`config.mk`:
```
export PLATFORM = sky130hd
export DESIGN_NAME = multicyc_hs_mcu
export DESIGN_NICKNAME = d
export VERILOG_FILES = /design/src/rtl/multicyc_hs_mcu_pkg.sv /design/src/rtl/multicyc_hs_mcu_mem_wait_timer.sv /design/src/rtl/multicyc_hs_mcu.sv
export SDC_FILE = /design/constraint.sdc
export NUM_CORES = 1
export LEC_CHECK = 0
export BUFFER_PORTS_ARGS = -buffer_cell sky130_fd_sc_hd__buf_2
export CAP_MARGIN = 5
export CORE_UTILIZATION = 25
export CTS_CLUSTER_SIZE = 25
export DETAILED_ROUTE_END_ITERATION = 8
export GPL_TIMING_DRIVEN = 0
export PLACE_DENSITY = 0.46
export RECOVER_POWER = 50
export SLEW_MARGIN = 20
export SYNTH_ARGS = -nofsm -noshare
export SYNTH_HDL_FRONTEND = slang
export SYNTH_SLANG_ARGS = --single-unit
```
`constraint.sdc`:
```
create_clock -name clk -period 3.2 [get_ports clk]
set_input_delay 0.32 -clock clk [delete_from_list [all_inputs] [get_ports clk]]
set_output_delay 0.32 -clock clk [all_outputs]
set_load 0.05 [all_outputs]
```
`src/rtl/multicyc_hs_mcu_pkg.sv`:
```
// Shared encodings for the multicycle MIPS control unit: FSM states, datapath selects,
// opcodes, ALU ops, and the per-state Moore control word.
package multicyc_hs_mcu_pkg;

    typedef enum logic [3:0] {
        S_FETCH, S_DECODE, S_MEMADDR, S_MEMRD, S_MEMWR, S_MEMWB, S_RREXEC, S_RRWB,
        S_RIEXEC, S_RIWB, S_BRANCH, S_JMP, S_JAL, S_JR, S_LUI, S_TRAP
    } state_e;

    localparam logic       ADDR_PC     = 1'b0;
    localparam logic       ADDR_ALUOUT = 1'b1;
    localparam logic       SRCA_PC     = 1'b0;
    localparam logic       SRCA_RS     = 1'b1;
    localparam logic [1:0] SRCB_RT     = 2'd0;
    localparam logic [1:0] SRCB_FOUR   = 2'd1;
    localparam logic [1:0] SRCB_IMM    = 2'd2;
    localparam logic [1:0] SRCB_BEQIMM = 2'd3;
    localparam logic [1:0] WR_RT       = 2'd0;
    localparam logic [1:0] WR_RD       = 2'd1;
    localparam logic [1:0] WR_RA       = 2'd2;
    localparam logic [1:0] WD_ALUOUT   = 2'd0;
    localparam logic [1:0] WD_MEMDATA  = 2'd1;
    localparam logic [1:0] WD_LUI      = 2'd2;
    localparam logic [1:0] WD_PCLINK   = 2'd3;
    localparam logic [1:0] PC_PLUS4    = 2'd0;
    localparam logic [1:0] PC_BRANCH   = 2'd1;
    localparam logic [1:0] PC_JMP      = 2'd2;
    localparam logic [1:0] PC_JR       = 2'd3;

    localparam logic [5:0] OP_RR    = 6'h00;
    localparam logic [5:0] OP_J     = 6'h02;
    localparam logic [5:0] OP_JAL   = 6'h03;
    localparam logic [5:0] OP_BEQ   = 6'h04;
    localparam logic [5:0] OP_BNE   = 6'h05;
    localparam logic [5:0] OP_ADDI  = 6'h08;
    localparam logic [5:0] OP_ADDIU = 6'h09;
    localparam logic [5:0] OP_SLTI  = 6'h0a;
    localparam logic [5:0] OP_SLTIU = 6'h0b;
    localparam logic [5:0] OP_ANDI  = 6'h0c;
    localparam logic [5:0] OP_ORI   = 6'h0d;
    localparam logic [5:0] OP_XORI  = 6'h0e;
    localparam logic [5:0] OP_LUI   = 6'h0f;
    localparam logic [5:0] OP_LW    = 6'h23;
    localparam logic [5:0] OP_SW    = 6'h2b;
    localparam logic [5:0] FUNCT_JR = 6'h08;

    localparam logic [3:0] ALU_ADD  = 4'h0;
    localparam logic [3:0] ALU_SUB  = 4'h1;
    localparam logic [3:0] ALU_AND  = 4'h2;
    localparam logic [3:0] ALU_OR   = 4'h3;
    localparam logic [3:0] ALU_XOR  = 4'h4;
    localparam logic [3:0] ALU_SLT  = 4'h5;
    localparam logic [3:0] ALU_SLTU = 4'h6;
    localparam logic [3:0] ALU_ADDU = 4'h7;
    localparam logic [3:0] ALU_RR   = 4'hf;

    typedef struct packed {
        logic       mem_req;
        logic       mem_addr_sel;
        logic       mem_we;
        logic       alu_srca_sel;
        logic [1:0] alu_srcb_sel;
        logic [3:0] aluop;
        logic       reg_we;
        logic [1:0] wreg_dst_sel;
        logic [1:0] wreg_data_sel;
        logic [1:0] nxt_pc_sel;
    } ctl_t;

    function automatic logic [3:0] ri_aluop(input logic [5:0] op);
        logic [3:0] a;
        case (op)
            OP_ADDIU: a = ALU_ADDU;
            OP_ANDI:  a = ALU_AND;
            OP_ORI:   a = ALU_OR;
            OP_XORI:  a = ALU_XOR;
            OP_SLTI:  a = ALU_SLT;
            OP_SLTIU: a = ALU_SLTU;
            default:  a = ALU_ADD;
        endcase
        return a;
    endfunction

    // Moore part of the control word; IR is stable outside FETCH so opcode may refine it.
    function automatic ctl_t state_ctl(input state_e s, input logic [5:0] op);
        ctl_t c;
        c = '0;
        case (s)
            S_FETCH: begin
                c.mem_req = 1'b1;      c.mem_addr_sel = ADDR_PC;
                c.alu_srca_sel = SRCA_PC; c.alu_srcb_sel = SRCB_FOUR;
                c.aluop = ALU_ADD;     c.nxt_pc_sel = PC_PLUS4;
            end
            S_DECODE: begin
                c.alu_srca_sel = SRCA_PC; c.alu_srcb_sel = SRCB_BEQIMM; c.aluop = ALU_ADD;
            end
            S_MEMADDR: begin
                c.alu_srca_sel = SRCA_RS; c.alu_srcb_sel = SRCB_IMM; c.aluop = ALU_ADD;
            end
            S_MEMRD: begin
                c.mem_req = 1'b1; c.mem_addr_sel = ADDR_ALUOUT;
            end
            S_MEMWR: begin
                c.mem_req = 1'b1; c.mem_addr_sel = ADDR_ALUOUT; c.mem_we = 1'b1;
            end
            S_MEMWB: begin
                c.reg_we = 1'b1; c.wreg_dst_sel = WR_RT; c.wreg_data_sel = WD_MEMDATA;
            end
            S_RREXEC: begin
                c.alu_srca_sel = SRCA_RS; c.alu_srcb_sel = SRCB_RT; c.aluop = ALU_RR;
            end
            S_RRWB: begin
                c.reg_we = 1'b1; c.wreg_dst_sel = WR_RD; c.wreg_data_sel = WD_ALUOUT;
            end
            S_RIEXEC: begin
                c.alu_srca_sel = SRCA_RS; c.alu_srcb_sel = SRCB_IMM; c.aluop = ri_aluop(op);
            end
            S_RIWB: begin
                c.reg_we = 1'b1; c.wreg_dst_sel = WR_RT; c.wreg_data_sel = WD_ALUOUT;
            end
            S_BRANCH: begin
                c.alu_srca_sel = SRCA_RS; c.alu_srcb_sel = SRCB_RT;
                c.aluop = ALU_SUB;        c.nxt_pc_sel = PC_BRANCH;
            end
            S_JMP: c.nxt_pc_sel = PC_JMP;
            S_JAL: begin
                c.nxt_pc_sel = PC_JMP; c.reg_we = 1'b1;
                c.wreg_dst_sel = WR_RA; c.wreg_data_sel = WD_PCLINK;
            end
            S_JR:  c.nxt_pc_sel = PC_JR;
            S_LUI: begin
                c.reg_we = 1'b1; c.wreg_dst_sel = WR_RT; c.wreg_data_sel = WD_LUI;
            end
            default: ;
        endcase
        return c;
    endfunction

endpackage

```
`src/rtl/multicyc_hs_mcu_mem_wait_timer.sv`:
```
// Counts stalled memory-handshake cycles; expire_o is combinational in the last allowed
// wait cycle so the FSM can trap on the following edge unless ready arrives.
module multicyc_hs_mcu_mem_wait_timer #(
    parameter int TIMEOUT_CYC = 16
) (
    input  logic clk,
    input  logic reset,
    input  logic clr_i,
    input  logic wait_i,
    output logic expire_o
);
    localparam int W = $clog2(TIMEOUT_CYC);
    localparam logic [W-1:0] LAST = W'(TIMEOUT_CYC - 1);

    logic [W-1:0] cnt_q, cnt_d;

    always_comb begin
        cnt_d = cnt_q;
        if (clr_i)
            cnt_d = '0;
        else if (wait_i)
            cnt_d = cnt_q + W'(1);
    end

    always_ff @(posedge clk or posedge reset) begin
        if (reset)
            cnt_q <= '0;
        else
            cnt_q <= cnt_d;
    end

    assign expire_o = wait_i && (cnt_q == LAST);

endmodule

```
`src/rtl/multicyc_hs_mcu.sv`:
```
// Multicycle MIPS control FSM with variable-latency memory handshake, timeout/illegal trap
// and retired-instruction counter. Moore outputs are registered; ir/pc/mdr enables are qualified.
module multicyc_hs_mcu
    import multicyc_hs_mcu_pkg::*;
#(
    parameter int TIMEOUT_CYC = 16,
    parameter int CNT_W       = 32
) (
    input  logic             clk,
    input  logic             reset,
    input  logic [5:0]       opcode,
    input  logic [5:0]       funct,
    input  logic             alu_zero,
    input  logic             mem_ready,
    output logic             mem_req,
    output logic             mem_addr_sel,
    output logic             mem_we,
    output logic             ir_we,
    output logic             mdr_we,
    output logic             alu_srca_sel,
    output logic [1:0]       alu_srcb_sel,
    output logic [3:0]       aluop,
    output logic             reg_we,
    output logic [1:0]       wreg_dst_sel,
    output logic [1:0]       wreg_data_sel,
    output logic             pc_we,
    output logic [1:0]       nxt_pc_sel,
    output logic             instr_done,
    output logic [CNT_W-1:0] instr_count,
    output logic             illegal_instr,
    output logic             mem_timeout
);
    state_e           state_q, state_d;
    ctl_t             ctl_q;
    logic             illegal_q, timeout_q;
    logic [CNT_W-1:0] count_q;
    logic             illegal_set, expire, retire, entering_mem, timer_clr, mem_wait;

    assign mem_wait     = ctl_q.mem_req && !mem_ready;
    assign entering_mem = (state_d != state_q) &&
                          (state_d inside {S_FETCH, S_MEMRD, S_MEMWR});
    assign timer_clr    = entering_mem || (ctl_q.mem_req && mem_ready);

    multicyc_hs_mcu_mem_wait_timer #(.TIMEOUT_CYC(TIMEOUT_CYC)) u_timer (
        .clk      (clk),
        .reset    (reset),
        .clr_i    (timer_clr),
        .wait_i   (mem_wait),
        .expire_o (expire)
    );

    always_comb begin
        state_d     = state_q;
        illegal_set = 1'b0;
        case (state_q)
            S_FETCH:   if (mem_ready) state_d = S_DECODE; else if (expire) state_d = S_TRAP;
            S_DECODE: begin
                case (opcode)
                    OP_LW, OP_SW:   state_d = S_MEMADDR;
                    OP_RR:          state_d = (funct == FUNCT_JR) ? S_JR : S_RREXEC;
                    OP_BEQ, OP_BNE: state_d = S_BRANCH;
                    OP_J:           state_d = S_JMP;
                    OP_JAL:         state_d = S_JAL;
                    OP_ADDI, OP_ADDIU, OP_ANDI, OP_ORI, OP_XORI, OP_SLTI, OP_SLTIU:
                                    state_d = S_RIEXEC;
                    OP_LUI:         state_d = S_LUI;
                    default: begin
                        state_d     = S_TRAP;
                        illegal_set = 1'b1;
                    end
                endcase
            end
            S_MEMADDR: state_d = (opcode == OP_LW) ? S_MEMRD : S_MEMWR;
            S_MEMRD:   if (mem_ready) state_d = S_MEMWB; else if (expire) state_d = S_TRAP;
            S_MEMWR:   if (mem_ready) state_d = S_FETCH; else if (expire) state_d = S_TRAP;
            S_RREXEC:  state_d = S_RRWB;
            S_RIEXEC:  state_d = S_RIWB;
            S_MEMWB, S_RRWB, S_RIWB, S_BRANCH, S_JMP, S_JAL, S_JR, S_LUI:
                       state_d = S_FETCH;
            default:   state_d = state_q;
        endcase
    end

    // Any arrival in FETCH from another state is the last cycle of an instruction.
    assign retire = (state_q != S_FETCH) && (state_d == S_FETCH);

    always_ff @(posedge clk or posedge reset) begin
        if (reset) begin
            state_q   <= S_FETCH;
            ctl_q     <= state_ctl(S_FETCH, OP_RR);
            illegal_q <= 1'b0;
            timeout_q <= 1'b0;
            count_q   <= '0;
        end else begin
            state_q <= state_d;
            ctl_q   <= state_ctl(state_d, opcode);
            if (illegal_set) illegal_q <= 1'b1;
            if (expire)      timeout_q <= 1'b1;
            if (retire)      count_q   <= count_q + CNT_W'(1);
        end
    end

    assign ir_we  = (state_q == S_FETCH) && mem_ready;
    assign mdr_we = (state_q == S_MEMRD) && mem_ready;
    assign pc_we  = ir_we
                 || ((state_q == S_BRANCH) && ((opcode == OP_BNE) ? !alu_zero : alu_zero))
                 || (state_q inside {S_JMP, S_JAL, S_JR});

    assign mem_req       = ctl_q.mem_req;
    assign mem_addr_sel  = ctl_q.mem_addr_sel;
    assign mem_we        = ctl_q.mem_we;
    assign alu_srca_sel  = ctl_q.alu_srca_sel;
    assign alu_srcb_sel  = ctl_q.alu_srcb_sel;
    assign aluop         = ctl_q.aluop;
    assign reg_we        = ctl_q.reg_we;
    assign wreg_dst_sel  = ctl_q.wreg_dst_sel;
    assign wreg_data_sel = ctl_q.wreg_data_sel;
    assign nxt_pc_sel    = ctl_q.nxt_pc_sel;
    assign instr_done    = retire;
    assign instr_count   = count_q;
    assign illegal_instr = illegal_q;
    assign mem_timeout   = timeout_q;

endmodule

```
==> flow_summary.yaml, run 1 <==
detailed_routing:
  wl_met1_um: 4200
  wl_per_cell_um: 14.5
  met3_length_um: 414
  drt_drc_violations_left: 0
  highest_layer: "met4"
  vias: 2936
  drtIter0Drc: 176
  totalWireLength_um: 8920
  wl_met2_um: 4190
  ant_nets: 0
  drtPass1Iterations: 4
  drt-vias-per-instance: 4.77
timing:
  slew_headroom_pct: 33.0
  clock_skew_ns: 0.00716
  finalHoldViolations: 0
  period_minus_slack_ns: 3.07
  fmax_mhz: 326
  fin_crit_sh_pct: 95.8
  setup_viol: 0
  fin_ws_ns: 0.133
  rsz0062_at_grt: "no"
  maxSlewViolCount: 0
  tightest_slew_ns: 1.00
cts:
  clk_path_buf_depth: 2
  clock-sinks: 59
  cts.clk_slew.worst_paths_ns: 0.05
  numCtsBuffers: 9
  clock-root-buffer: "clkbuf_16"
  ctsHtreeMaxLevel: 3
  clk_latency_ns: 0.32
  cts_tree: "yes"
global_route:
  grt_overflow_total: 0
  grt_pass1_vias: 2715
  grt_pass1_wl_um: 13900
  grt_max_degree: 39
  antenna_found_initial: 0
  grt_util_all_layers_pct: 13.4
yosys:
  synth-edff-count: 0
  synth-seq-cells: 59
  netlist_area_um2: 3280
  syn-num-nets: 363
  syn-mean-instance-area_um2: 9.52
  synth-seq-area-share_pct: 45.0
  ys_types: 66
  synthArstFlopShare_pct: 100
  syn_inst: 345
  synth_ff_type: "dfrtp_1"
  yosysWarnings: 0
critical_path:
  worstSetupStartpointType: "register"
  worstSetupEndpointType: "output port"
  worstPathArrival_ns: 2.75
  cp_max_fo: 10
  required_ns: 2.88
  worstSetupPathType: "register to output port"
die:
  coreArea_um2: 12700
  die_x_um: 117
  die_area_um2: 13600
  rows: 41
  start_util_pct: 25.8
  die_height_um: 117
  ioPinCount: 71
hold_path:
  min_path_type: "primary input to register"
finish:
  fillers: 1356
  syn_to_final_growth_pct: 32.3
  nets: 456
  diodes: 0
  layout-drive-gt1-share_pct: 25.1
  post-route-cell-area_um2: 4350
  regArea_um2: 1480
  multi_input_area_um2: 1720
run_status:
  status: "finished, final reports clean"
placement:
  place_hpwl_um: 6430
  dp_slack_ns: -0.102
  gp_congestion: 0.831
  port_buffers: 70
  dpl-instance-area_um2: 3870
pwr:
  p_switching_w: 0.00194
  internal-power_w: 0.00243
  power_frac_seq_pct: 23.0
  powerDensity_nw_per_um2: 1010
  p_leak_nw: 1.95
  comb_power_share_pct: 51.5
  switching_share_pct: 44.4
  ir_drop_v: 0.000391
  p_clk_share_pct: 25.5
job:
  cap_violations: 0
[synth_stat cells, types with 3 or more instances]
library cell	count	area [um^2]
clkbuf_1	10	37.5
xnor2_1	26	228
a211oi_1	4	30.0
nor2_1	30	113
and2_1	5	31.3
nor2b_1	5	31.3
nor3b_1	5	37.5
and4_1	3	26.3
nand3_1	24	120
or2_2	3	18.8
nor3_1	11	55.1
a21oi_1	17	85.1
xor2_1	8	70.1
a21o_1	3	22.5
buf_2	4	20.0
nand2b_1	4	25.0
nand4_1	15	93.8
inv_1	13	48.8
buf_4	3	22.5
and3_1	7	43.8
or3_1	4	25.0
nand2_1	21	78.8
a31oi_1	3	18.8
dfrtp_1	57	1430
o21ai_0	9	45.0
[state kept, by name, indices dropped and copies added, names as in the netlist]
name / count
mem_req: 1
wreg_data_sel: 2
state_q: 4
illegal_instr: 1
aluop: 4
u_timer.cnt_q: 4
reg_we: 1
wreg_dst_sel: 2
instr_count: 32
nxt_pc_sel: 2
mem_timeout: 1
mem_addr_sel: 1
alu_srcb_sel: 2
alu_srca_sel: 1
mem_we: 1
[layout make-up]
type	instances	area share, %
buffer	19	2.30
sequential	59	34.1
timing repair buffer	82	9.79
inverter	15	1.44
clock buffer	12	5.67
tap	172	4.95
clock inverter	4	2.25
multi-input combinational	252	39.6
[power by group through the flow]
stage	logic (W)	registers, W	clock network, W
finish	0.00225	0.00101	0.00111
detailed placement	0.00199	0.00101	0
global placement	0.00198	0.00101	0
floorplan	0.00116	0.00134	0
global route	0.00242	0.00103	0.00118
CTS	0.00210	0.00100	0.00114
[cells by family after synthesis]
family	share of synthesized area, %
XOR/XNOR	9.07
adder cells (fa/ha/maj)	0.762
AO/OA/AOI/OAI	11.7
flip-flops	45.0
buffers and inverters	4.61
multiplexers	0.648
AND/OR/NAND/NOR	28.2
[metal layers]
layer	global-route usage (%)	vias to the layer above
li1	-	1417
met1	18.0	1424
met2	21.0	85
met3	2.54	10
met4	5.99	0
met5	0	-
[worst max-delay path, stage by stage (launching register included)]
cell	delay, ns
dfrtp_2	0.46
buf_2	0.20
and2_1	0.21
a22oi_1	0.16
o21ai_0	0.19
a2111o_1	0.48
buf_2	0.21
and2_4	0.19
a21o_1	0.16
buf_6	0.15
[worst paths after layout]
kind | start | to | slack (ns) | cells past startpoint
max | state_q[1] | pc_we | 0.13 | 9
min | funct[4] | nxt_pc_sel[0] | 0.39 | 4
max reg2reg | u_timer.cnt_q[0] | u_timer.cnt_q[2] | 0.48 | 10
min reg2reg | instr_count[31] | instr_count[31] | 0.46 | 1
max in group asynchronous | reset | state_q[1] | 0.99 | 4
min in group asynchronous | reset | instr_count[29] | 0.70 | 3
[timing repair]
| action | in CTS | in global routing |
|---|---|---|
| setup endpoints to repair | 3 | 3 |
| endpoints found under the hold margin | 21 | 0 |
| hold buffers | 1 | 0 |
| pin swaps | 1 | 4 |
| setup buffers | 2 | 8 |
| resized for setup | 11 | 17 |
[metrics by stage]
step	power (W)	cells	hold WS [ns]	setup TNS [ns]	util [%]
2_1_floorplan	0.00250	345	0.475	0	-
3_3_place_gp	0.00299	587	0.456	-0.0998	30.3
3_5_place_dp	0.00301	588	0.299	-0.163	30.4
4_1_cts	0.00425	607	0.370	0	33.7
5_1_grt	0.00463	615	0.408	0	34.2
6_report	0.00437	615	0.387	0	34.2
[cell usage in the layout (no fill, tap or decap), types with 5 or more instances in the layout]
cell / count
nor2b_1: 5
xor2_1: 8
buf_4: 13
nand4_1: 15
a21oi_1: 17
nand3_1: 24
nor3_1: 10
clkbuf_1: 34
dfrtp_1: 56
nand2_1: 21
nor2_1: 30
buf_2: 47
clkbuf_16: 9
and3_1: 7
xnor2_1: 26
o21ai_0: 9
inv_1: 11
(Power assumes the default switching activity.)
==> inputs of run 2 (changes only) <==
--- a/config.mk
+++ b/config.mk
@@ -6,14 +6,15 @@
 export NUM_CORES = 1
 export LEC_CHECK = 0
 export BUFFER_PORTS_ARGS = -buffer_cell sky130_fd_sc_hd__buf_2
-export CAP_MARGIN = 5
+export CAP_MARGIN = 20
 export CORE_UTILIZATION = 25
 export CTS_CLUSTER_SIZE = 25
 export DETAILED_ROUTE_END_ITERATION = 8
 export GPL_TIMING_DRIVEN = 0
-export PLACE_DENSITY = 0.46
+export PLACE_DENSITY = 0.47
 export RECOVER_POWER = 50
 export SLEW_MARGIN = 20
 export SYNTH_ARGS = -nofsm -noshare
 export SYNTH_HDL_FRONTEND = slang
+export SYNTH_HIERARCHICAL = 1
 export SYNTH_SLANG_ARGS = --single-unit
==> constraint.sdc (replaced) <==
create_clock -name clk -period 2.5 [get_ports clk]
set_input_delay 0.25 -clock clk [delete_from_list [all_inputs] [get_ports clk]]
set_output_delay 0.25 -clock clk [all_outputs]
set_load 0.05 [all_outputs]
==> run 2 against run 1 <==
Area after synthesis grew 0.61%. Power grew 33%. Synthesized cell count shrank 4.3%. Sequential share of layout area shrank 4.4 points. The run now ends with negative setup slack left. Highest routed layer unchanged. Largest cell class unchanged. Critical endpoint is now mdr_we. Largest power group unchanged. Final cell count is the same. Sequential power grew 27%.
==> flow_summary.yaml, run 2 <==
run_status:
  status: "finished, violations left"
  violations: "negative setup slack"
cts:
  cts.clk_slew.worst_paths_ns: 0.05
  clock-root-buffer: "clkbuf_16"
  clock-sinks: 59
  ctsHtreeMaxLevel: 3
  clk_path_buf_depth: 2
  clk_latency_ns: 0.32
  numCtsBuffers: 9
  cts_tree: "yes"
yosys:
  synth-edff-count: 0
  synth-seq-area-share_pct: 44.8
  synth-seq-cells: 59
  synth_area_leaders: "dfrtp_1 43%, xnor2_1 4.8%, xor2_1 4.8%, nor2_1 4.2%, nand3_1 2.4%"
  syn-mean-instance-area_um2: 10.0
  yosysWarnings: 6
  synthArstFlopShare_pct: 100
  ys_top_cells_by_count: "57 x dfrtp_1, 37 x nor2_1, 18 x nand2_1, 18 x xnor2_1, 18 x xor2_1"
  ys_types: 69
  syn_inst: 330
  syn-num-nets: 348
  synth.most_common_cell: "dfrtp_1"
  netlist_area_um2: 3300
  synth_top_area_share_pct: 43.2
  yosysTopAreaCell: "dfrtp_1"
  synth_ff_type: "dfrtp_1"
placement:
  dpl-instance-area_um2: 3960
  port_buffers: 68
  place_hpwl_um: 6200
  gp_congestion: 0.809
  dp_slack_ns: -0.686
die:
  rows: 41
  ioPinCount: 71
  die_x_um: 117
  start_util_pct: 25.9
  die_area_um2: 13700
  die_height_um: 117
  coreArea_um2: 12800
critical_path:
  worstPathArrival_ns: 2.65
  crit_path_top_delay_cell: "dfstp_2"
  required_ns: 2.25
  cp_max_fo: 4
  max_stage_delay_ns: 0.52
  r2r_slack_ns: -0.30
  worstSetupEndpointType: "output port"
  worstSetupStartpointType: "register"
  worstPathCellList: "nor2b_4 > and4_4 > or4b_4 > a21oi_4 > or2_4 > nand2b_4 > nand3_4 > buf_4 > nor2_4 > buf_6"
  worstSetupPathType: "register to output port"
timing:
  period_minus_slack_ns: 2.90
  hold_slack_ns: 0.341
  fin_ws_ns: -0.404
  clock_skew_ns: 0.00863
  fin_crit_sh_pct: 116
  tightest_slew_ns: 1.36
  slew_headroom_pct: 9.14
  maxSlewViolCount: 0
  finalHoldViolations: 0
  setup_viol: 45
  rsz0062_at_grt: "yes"
  fmax_mhz: 344
detailed_routing:
  wl_per_cell_um: 14.7
  totalWireLength_um: 9070
  drt-vias-per-instance: 4.67
  ant_nets: 0
  drtIter0Drc: 131
  vias: 2875
  drtPass1Iterations: 4
  drt_drc_violations_left: 0
finish:
  largest_reg_flops: 32
  post-route-cell-area_um2: 4990
  post-route-util_pct: 39.1
  final_cell_mix: "71 x buf_2, 57 x dfrtp_1, 24 x nor2_1, 18 x xor2_1, 17 x buf_4"
  diodes: 0
  layout-drive-gt1-share_pct: 49.4
  syn_to_final_growth_pct: 51.0
  final_common_cell: "buf_2"
  nets: 456
global_route:
  grt_pass1_vias: 2883
  grt_util_all_layers_pct: 13.9
  antenna_found_initial: 0
  grt_max_degree: 55
  grt_pass1_wl_um: 14500
  grt_overflow_total: 0
pwr:
  ir_drop_v: 0.000373
  p_leak_nw: 2.42
  powerDensity_nw_per_um2: 1160
  totalPowerFinal_w: 0.00581
job:
  cap_violations: 0
hold_path:
  min_path_type: "primary input to asynchronous set/reset pin"
==> run 2: cell types whose count changed in the layout (fill, tap and decap cells not counted), moves of 7 or more <==
cell	before	now
a21oi_1	17	6
nor3_1	10	3
clkbuf_1	34	6
xnor2_2	0	9
nor3_2	0	7
nor2_4	0	13
buf_2	47	71
nand4_1	15	6
nand3_1	24	10
xnor2_1	26	9
xor2_1	8	18
nand3_2	0	7
==> run 2: worst max-delay path: cells and delay by family (launching register included) <==
family | cells | cell delay [ns]
simple gates | 7 | 1.33
flops | 1 | 0.52
buf+inv | 2 | 0.34
compound gates | 1 | 0.14
==> run 2: per-stage QoR <==
step / instances / setup TNS [ns]
after floorplan: 330 / -10.42
after global placement: 570 / -15.47
after detailed placement: 571 / -15.39
after CTS: 604 / -10.44
after global routing: 615 / -11.04
final: 615 / -6.42
==> run 2: kinds of logic (layout without fill, tap and decap cells) <==
group / count (synthesis) / in the layout / synth area share (%)
AO/OA/AOI/OAI: 47 / 47 / 10.1
flip-flops: 59 / 59 / 44.8
multiplexers: 6 / 6 / 2.04
AND/OR/NAND/NOR: 152 / 152 / 28.4
XOR/XNOR: 36 / 36 / 9.54
buffers and inverters: 28 / 141 / 4.32
adder cells (fa/ha/maj): 2 / 2 / 0.757
==> run 2: worst paths after layout <==
check,depth (start not counted),from,to
min,3,reset,mem_timeout
max in group asynchronous,4,reset,instr_count[17]
min in group clk,4,opcode[0],aluop[0]
max,10,mem_req,mdr_we
max reg2reg,10,mem_req,u_timer/cnt_q[3]
min reg2reg,1,instr_count[31],instr_count[31]
==> run 2: area by class of cell <==
class / count / area, um^2
Fill cell: 1235 / 7780
Sequential cell: 59 / 1480
Multi-Input combinational cell: 243 / 2140
Tap cell: 172 / 215
Inverter: 12 / 50.0
Clock inverter: 4 / 72.6
Timing Repair Buffer: 98 / 677
Clock buffer: 12 / 256
Buffer: 15 / 98.8
==> run 2: power by group <==
group / switching [W] / leakage [nW] / total, W / internal [W]
registers: 0.000132 / 0.778 / 0.00128 / 0.00115
logic: 0.00194 / 1.48 / 0.00319 / 0.00125
clock network: 0.000414 / 0.159 / 0.00134 / 0.000924
==> run 2: repair_timing <==
item / 4_1_cts / 5_1_grt
setup endpoints to repair: 50 / 53
endpoints found under the hold margin: 5 / 0
resized for setup: 40 / 66
pin swaps: 12 / 27
gates cloned: 1 / 1
hold buffers: 1 / 0
setup buffers: 15 / 11
==> run 2: routing by layer <==
layer | track usage, % | wire length [um] | share of wire, %
met5 | 0 | 0 | 0
met4 | 4.39 | 111 | 1.2
met3 | 3.04 | 444 | 4.9
met2 | 23.6 | 4620 | 51
met1 | 17.4 | 3890 | 43
==> inputs of run 3 (changes only) <==
--- a/config.mk
+++ b/config.mk
@@ -8,10 +8,9 @@
 export BUFFER_PORTS_ARGS = -buffer_cell sky130_fd_sc_hd__buf_2
 export CAP_MARGIN = 20
 export CORE_UTILIZATION = 25
-export CTS_CLUSTER_SIZE = 25
 export DETAILED_ROUTE_END_ITERATION = 8
 export GPL_TIMING_DRIVEN = 0
-export PLACE_DENSITY = 0.47
+export PLACE_DENSITY = 0.49
 export RECOVER_POWER = 50
 export SLEW_MARGIN = 20
 export SYNTH_ARGS = -nofsm -noshare
==> run 3 against run 2 <==
The run still ends with negative setup slack left. Power decreased by 4.9%. Global-route usage decreased by 0.26 points. Clock power decreased by 9%. Via count decreased by 0.77%. Hold slack improved by 0.028 ns. Sequential power about the same. Clock skew increased by 0.00088 ns. Non-clock buffer count decreased by 3. Largest power group unchanged. Cell area decreased by 4.3%. Fmax decreased by 0.70%.
==> flow_summary.yaml, run 3 (same netlist as run 2, synthesis figures left out) <==
global_route:
  grt_max_degree: 56
  grt_overflow_total: 0
  antenna_found_initial: 0
  grt_pass1_vias: 2796
  grt_pass1_wl_um: 14000
  grt_util_all_layers_pct: 13.6
critical_path:
  critPathTopFamily: "simple AND/OR/NAND/NOR gates"
  max_stage_delay_ns: 0.52
  worstPathArrival_ns: 2.67
  worstReg2RegEnd: "instr_count[8]"
  worst-path-buf-inv: 1
  worstPathCellList: "nor2b_4 > and4_4 > or4b_4 > a21oi_4 > or2_4 > nand2b_4 > nand3_4 > nor2_4 > a21o_4 > buf_8"
  r2r_cells: 11
  r2r-start: "mem_req"
  r2r_slack_ns: -0.36
  cp_max_fo: 4
  worstSetupStartpointType: "register"
  worstSetupEndpointType: "output port"
  required_ns: 2.25
  worstSetupPathType: "register to output port"
  path_depth: 10
  crit_path_top_delay_cell: "dfstp_2"
detailed_routing:
  wl_per_cell_um: 14.4
  vias: 2853
  drtIter0Drc: 131
  ant_nets: 0
  drt-vias-per-instance: 4.67
  drt_drc_violations_left: 0
  totalWireLength_um: 8790
  drtPass1Iterations: 4
pwr:
  p_switching_w: 0.00239
  p_leak_nw: 2.27
  ir_drop_v: 0.000483
  comb_power_share_pct: 54.8
  internal-power_w: 0.00313
  switching_share_pct: 43.3
  powerDensity_nw_per_um2: 1160
  p_clk_share_pct: 22.1
  power_frac_seq_pct: 23.1
hold_path:
  min_path_type: "primary input to asynchronous set/reset pin"
finish:
  final_common_cell: "buf_2"
  diodes: 0
  largest_reg_flops: 32
  layout-drive-gt1-share_pct: 42.1
  nets: 453
  post-route-util_pct: 37.4
  syn_to_final_growth_pct: 44.4
  final_cell_mix: "57 x buf_2, 56 x dfrtp_1, 34 x nor2_1, 21 x clkbuf_1, 20 x buf_4"
die:
  die_height_um: 117
  start_util_pct: 25.9
  rows: 41
  ioPinCount: 71
  die_area_um2: 13700
  die_x_um: 117
  coreArea_um2: 12800
cts:
  clk_latency_ns: 0.33
  clk_path_buf_depth: 2
  numCtsBuffers: 9
  clock-root-buffer: "clkbuf_16"
  cts.clk_slew.worst_paths_ns: 0.05
  clock-sinks: 59
  ctsHtreeMaxLevel: 3
  cts_tree: "yes"
timing:
  period_minus_slack_ns: 2.92
  fin_ws_ns: -0.424
  setup_viol: 42
  slew_headroom_pct: 21.9
  rsz0062_at_grt: "yes"
  finalHoldViolations: 0
  maxSlewViolCount: 0
  clock_skew_ns: 0.00950
  fmax_mhz: 342
  tightest_slew_ns: 1.17
  fin_crit_sh_pct: 117
  finalSetupTns_ns: -9.64
placement:
  port_buffers: 68
  place_hpwl_um: 6090
  gp_congestion: 0.820
run_status:
  status: "finished, violations left"
  violations: "negative setup slack"
job:
  cap_violations: 0
[run 3: changes by cell type in the layout (fill, tap and decap cells not counted), sizes merged]
| cell | previous run | this run |
|---|---|---|
| buf | 104 | 89 |
| clkinvlp | 2 | 0 |
| clkinv | 2 | 3 |
| bufinv | 2 | 1 |
| clkbuf | 20 | 33 |
[run 3: layout make-up]
| type | instances | area [um^2] |
|---|---|---|
| Inverter | 12 | 58.8 |
| Timing Repair Buffer | 95 | 599 |
| Sequential cell | 59 | 1480 |
| Fill cell | 1288 | 8000 |
| Clock buffer | 13 | 260 |
| Buffer | 15 | 93.8 |
| Multi-Input combinational cell | 243 | 2030 |
| Tap cell | 172 | 215 |
| Clock inverter | 2 | 35.0 |
[run 3: tightest hold or removal path, cell delays in order]
cell           delay (ns)
dlygate4sd3_1        0.53
clkbuf_1             0.11
inv_1                0.15
[run 3: power by group through the flow]
stage                     Clock (W)  Combinational, W  Sequential [W]
final                       0.00122           0.00303         0.00127
after global routing        0.00131           0.00324         0.00130
after CTS                   0.00126           0.00280         0.00127
after detailed placement          0           0.00233         0.00129
after global placement            0           0.00232         0.00129
after floorplan                   0           0.00136         0.00174
[run 3: per-layer routing]
| metal | global-route usage (%) | wire [um] |
|---|---|---|
| met1 | 17.1 | 4030 |
| met2 | 22.2 | 4270 |
| met4 | 4.81 | 94 |
| met5 | 0 | 0 |
| met3 | 3.96 | 394 |
[run 3: worst max-delay path by stage]
stage | slack, ns | endpoint | from
detailed placement | -0.72 | u_timer/cnt_q[3] | mem_req
finish | -0.42 | pc_we | mem_req
floorplan | -0.51 | u_timer/cnt_q[3] | mem_req
global placement | -0.69 | u_timer/cnt_q[3] | mem_req
CTS | -0.52 | pc_we | mem_req
global route | -0.55 | pc_we | mem_req
[run 3: what timing repair did]
action | in CTS | in global routing
cloned | 1 | 0
resized for setup | 40 | 42
endpoints found under the setup margin | 50 | 54
hold buffers | 1 | 0
endpoints found under the hold margin | 4 | 0
pin swaps | 20 | 20
setup buffers | 14 | 11
[run 3: stage by stage]
stage               cells  instance area, um^2  hold WS [ns]  total power [W]  worst slack, ns
finish                611                 4770         0.369          0.00552           -0.424
global placement      570                 3930         0.155          0.00361           -0.688
detailed placement    570                 3930         0.177          0.00362           -0.719
floorplan             330                 3370        0.0161          0.00309           -0.511
global route          611                 4770         0.392          0.00585           -0.547
CTS                   601                 4520         0.357          0.00533           -0.516
